### config.mk
export PLATFORM = sky130hd
export DESIGN_NAME = dmem_arbiter
export DESIGN_NICKNAME = d
export VERILOG_FILES = /design/src/rtl/dmem_arbiter.sv
export SDC_FILE = /design/constraint.sdc
export NUM_CORES = 1
export LEC_CHECK = 0
export CORE_MARGIN = 4
export CORE_UTILIZATION = 37
export CTS_CLUSTER_DIAMETER = 120
export DETAILED_ROUTE_END_ITERATION = 8
export HOLD_SLACK_MARGIN = 0.15
export MAX_ROUTING_LAYER = met4
export PLACE_DENSITY = 0.93
export SYNTH_ARGS = -nofsm -noshare
export SYNTH_HDL_FRONTEND = slang
export SYNTH_SLANG_ARGS = --single-unit
export TNS_END_PERCENT = 10
### constraint.sdc
create_clock -name CLK -period 5.03 [get_ports CLK]
set_clock_uncertainty 0.15 [all_clocks]
set_input_delay 1.006 -clock CLK [delete_from_list [all_inputs] [get_ports CLK]]
set_output_delay 1.006 -clock CLK [all_outputs]
set_load 0.1 [all_outputs]
### src/rtl/dmem_arbiter.sv
// Two-port arbiter sharing one single-port data memory between the core and the
// loader port, with round-robin ties, locked bursts and a bounded lock hold.
module dmem_arbiter #(
    parameter int AW        = 8,
    parameter int DW        = 8,
    parameter int MAX_BURST = 4
) (
    input  logic          CLK,
    input  logic          reset_n,
    input  logic          req0,
    input  logic          we0,
    input  logic [AW-1:0] addr0,
    input  logic [DW-1:0] wdata0,
    input  logic          lock0,
    output logic          gnt0,
    output logic          rvalid0,
    output logic [DW-1:0] rdata0,
    input  logic          req1,
    input  logic          we1,
    input  logic [AW-1:0] addr1,
    input  logic [DW-1:0] wdata1,
    input  logic          lock1,
    output logic          gnt1,
    output logic          rvalid1,
    output logic [DW-1:0] rdata1,
    output logic [AW-1:0] mem_addr,
    output logic          mem_we,
    output logic [DW-1:0] mem_wdata,
    input  logic [DW-1:0] mem_rdata
);

    localparam int CW = $clog2(MAX_BURST + 1);
    localparam logic [CW-1:0] CNT_MAX = CW'(MAX_BURST);
    localparam logic [CW-1:0] CNT_ONE = CW'(1);

    localparam logic [1:0] IDLE = 2'd0;
    localparam logic [1:0] OWN0 = 2'd1;
    localparam logic [1:0] OWN1 = 2'd2;

    logic [1:0]    state, state_nxt;
    logic          last_gnt, last_gnt_nxt;
    logic [CW-1:0] burst_cnt, burst_cnt_nxt;
    logic [AW-1:0] addr_hold;
    logic          idle_g0, idle_g1;
    logic          cont;

    // Tie goes to whichever port was not served last.
    assign idle_g0 = req0 & (~req1 | last_gnt);
    assign idle_g1 = req1 & ~idle_g0;

    always_comb begin
        gnt0 = 1'b0;
        gnt1 = 1'b0;
        cont = 1'b0;
        unique case (state)
            OWN0: begin
                if (req0) begin
                    if (burst_cnt == CNT_MAX && req1) begin
                        gnt1 = 1'b1;
                    end else begin
                        gnt0 = 1'b1;
                        cont = 1'b1;
                    end
                end else begin
                    gnt0 = idle_g0;
                    gnt1 = idle_g1;
                end
            end
            OWN1: begin
                if (req1) begin
                    if (burst_cnt == CNT_MAX && req0) begin
                        gnt0 = 1'b1;
                    end else begin
                        gnt1 = 1'b1;
                        cont = 1'b1;
                    end
                end else begin
                    gnt0 = idle_g0;
                    gnt1 = idle_g1;
                end
            end
            default: begin
                gnt0 = idle_g0;
                gnt1 = idle_g1;
            end
        endcase
        if (!reset_n) begin
            gnt0 = 1'b0;
            gnt1 = 1'b0;
        end
    end

    // A continuing owner counts up and saturates; a fresh lock starts at one.
    always_comb begin
        state_nxt     = IDLE;
        burst_cnt_nxt = '0;
        last_gnt_nxt  = last_gnt;
        if (gnt0) begin
            last_gnt_nxt = 1'b0;
            if (lock0) begin
                state_nxt     = OWN0;
                burst_cnt_nxt = !cont ? CNT_ONE :
                                (burst_cnt == CNT_MAX) ? CNT_MAX : burst_cnt + CNT_ONE;
            end
        end else if (gnt1) begin
            last_gnt_nxt = 1'b1;
            if (lock1) begin
                state_nxt     = OWN1;
                burst_cnt_nxt = !cont ? CNT_ONE :
                                (burst_cnt == CNT_MAX) ? CNT_MAX : burst_cnt + CNT_ONE;
            end
        end
    end

    always_ff @(posedge CLK or negedge reset_n) begin
        if (!reset_n) begin
            state     <= IDLE;
            last_gnt  <= 1'b1;
            burst_cnt <= '0;
            rvalid0   <= 1'b0;
            rvalid1   <= 1'b0;
        end else begin
            state     <= state_nxt;
            last_gnt  <= last_gnt_nxt;
            burst_cnt <= burst_cnt_nxt;
            rvalid0   <= gnt0 & ~we0;
            rvalid1   <= gnt1 & ~we1;
        end
    end

    // Address is held across idle cycles so the memory pins do not toggle.
    always_ff @(posedge CLK) begin
        if (gnt0 | gnt1) begin
            addr_hold <= mem_addr;
        end
    end

    assign mem_addr  = gnt0 ? addr0 : (gnt1 ? addr1 : addr_hold);
    assign mem_we    = (gnt0 & we0) | (gnt1 & we1);
    assign mem_wdata = gnt1 ? wdata1 : wdata0;
    assign rdata0    = mem_rdata;
    assign rdata1    = mem_rdata;

endmodule

==> impl_results.md <==
* Status: completed
* Slew margin rel. at a little over a third
* Routed WL per cell at 15.3 um
* Max incr delay on CP at 730 ps
* FILL cells at 230
* GP Congestion at 0.694
* Layout cells sized above 1 at around a quarter
* Sequential-to-total area share from yosys stat at 37.9%
* Initial antenna violation count at 0
* Die Height at between 60 and 70 um
* PD cells at 414 nW/um2
* Synthesized Nets at 163
* Rows at 20
* Most frequent cell after synthesis: buf_4
* Largest cells by area after synthesis: edfxtp_1, dfrtp_1, buf_4, mux2i_1, mux2_4
* Crit-path cells: clkdlybuf4s50_1 > nand3_1 > o2111ai_2 > o21ai_4 > mux2i_1 > a21oi_1 > buf_12
* Cell family with most CP delay: compound AO/OA/AOI/OAI gates
* Gr usage total at 15.7%
* Post-Synthesis Cells at 111
* Critical path class: in2out
* Final period utilization at 88.7%
* Via count at 987
* Share of the synthesized area in the top cell type at slightly above 20%
* Max Fclk at roughly 220 MHz
* Core ar. at approximately 3000 um2
* Final min period at 4460 ps
* Placed cell count at 197
* Finish-stage setup viols at 0
* Clock latency on the worst-skew pair at 280 ps
* CP required at between 3000 and 4000 ps
* Cell Area, Synth at 1170 um2
* Crit start category: primary input
* Initial Util at between 30% and 40%
* Most frequent cells after synthesis: buf_4, nor2_1, a21oi_1
* Clock tree buffer depth at 2
* Final #Nets at 210
* CP max-delay cell: o21ai_4
* Leading area contributor after synthesis: edfxtp_1
* Sequential Area at around 440 um2
* Global route total overflow at 0
* Async set-reset flop share out of synthesis at 50.0%
* Critical Path AT at 3300 ps
* Final worst slack at 569 ps
* Max Cap Violations at 0
* Synth Register Bits at 16
* Number of flops mapped to enable cells by yosys at 8
* Global-route wire length before repair at 4910 um
* DR DRC count at 0
* Detailed Place HPWL at 2600 um
* CTS clock-pin slew for the worst setup and hold paths at 80 ps
* DP Worst Slack at 529 ps
* Peak fanout along the critical path at 23
* Grt met3 use at 5.27%
* Buf/Inv on CP at 2
* Met1 usage at between 10% and 20%
* Area Growth Syn to Fin at 62.3%
* Fin. max-slew vios at 0
* Pre-antenna DRT Iters at 4
* Post-route insts no fill at 201
* Worst Max-Slew Pin Slew at 970 ps
* Die width at 64.1 um
* Vias/cell at just under 5
* # diodes at 0
* CTS root buffer: clkbuf_4
* Hold buffers post-CTS at 0
* Vias in the first global route at 1122
* I/O pins at 85
* CTS resizes at 0
* Total power at roughly 780 uW
* Yosys warns at 0
* Most Crowded Layer GR: met2
* Lkg Pwr at a little under 0.8 nW
* Total CTS buffers at 3
* Top FF cell, synth: edfxtp_1
* TNS Setup at 0 ps
* Largest net degree at the start of global routing at 24
* Post-CTS Setup Inserts at 0
* H-Tree Depth at 1
* Port Buffers at 60
* RSZ-0062 raised after global routing: no
* Met2 usage at between 20 and 30%
* Die Area at about 4100 um2
* Hold Fails Final Rpt at 0
* Clock sinks at 16
* CP Capture Type: primary output
* Initial detailed-routing violation count at 37
* Max VDD drop at 0.285 mV
* FF-to-FF setup slack at 2310 ps
* Mapped Avg Cell Area at 10.5 um2
* Post-Route WL at 3070 um
* Multi-input logic area at 542 um2
* Unique masters post-synth at 33
* CTS tree: yes
* WHS at 393 ps
* Hold Crit Class: reg2reg
* Routed Antenna Nets at 0
[per-stage QoR]
step	util (%)	instance area, um2
2_1_floorplan	-	1170
3_3_place_gp	61.7	1870
3_5_place_dp	61.7	1870
4_1_cts	62.5	1890
5_1_grt	62.5	1890
6_report	62.5	1890
[sequential cells by signal, summed over array words and instances, names as in the netlist]
| signal | flops |
|---|---|
| addr_hold | 8 |
| burst_cnt | 3 |
| last_gnt | 1 |
| rvalid0 | 1 |
| rvalid1 | 1 |
| state | 2 |
[final timing paths]
kind                       cells after the start      from            to
max in group asynchronous                      2   reset_n      last_gnt
max reg2reg                                    6  state[0]  addr_hold[6]
min reg2reg                                    2  last_gnt      last_gnt
min                                            2  last_gnt      last_gnt
min in group asynchronous                      2   reset_n      state[0]
max                                            7      req0   mem_addr[4]
[where the power goes]
part | switching [mW] | internal [mW] | leakage [nW]
registers | 0.00831 | 0.171 | 0.182
clock network | 0.0403 | 0.0309 | 0.0150
logic | 0.342 | 0.191 | 0.582
[cell families (layout without fill, tap and decap cells)]
family / count (synthesis) / after routing / synth area share (%)
AO/OA/AOI/OAI: 23 / 23 / 15.9
flip-flops: 16 / 16 / 37.9
AND/OR/NAND/NOR: 26 / 26 / 10.1
adder cells (fa/ha/maj): 4 / 4 / 4.29
multiplexers: 16 / 16 / 16.2
buffers and inverters: 26 / 72 / 15.7
[routing by layer]
| metal | wire, um | share of wire (%) |
|---|---|---|
| met5 | 0 | 0 |
| met4 | 107 | 3.5 |
| met3 | 220 | 7.2 |
| met2 | 1690 | 55 |
| met1 | 1050 | 34 |
[tightest hold or removal path, delay by kind of cell (launching register included)]
family,cells,cell delay [ps]
DFF,1,380
and+or+nand+nor,2,160
[area by class of cell]
type,count,area share [%]
timing repair buffer,62,42.6
multi-input combinational,69,28.6
sequential,16,23.3
clock buffer,4,1.39
tap,44,2.91
inverter,6,1.19
[placed cells by master, fill, tap and decap left out, types with 3 or more instances in the layout]
cell / Yosys / final
buf_12: 1 / 19
mux2_4: 5 / 5
mux2i_1: 8 / 8
ha_1: 4 / 4
nand2_1: 5 / 5
inv_1: 6 / 6
dfrtp_1: 7 / 7
clkdlybuf4s50_1: 0 / 41
clkbuf_4: 0 / 3
nor2_1: 13 / 13
a21oi_1: 10 / 10
edfxtp_1: 8 / 8
mux2_2: 3 / 3
Note: power is estimated with default switching activity, not from simulation.
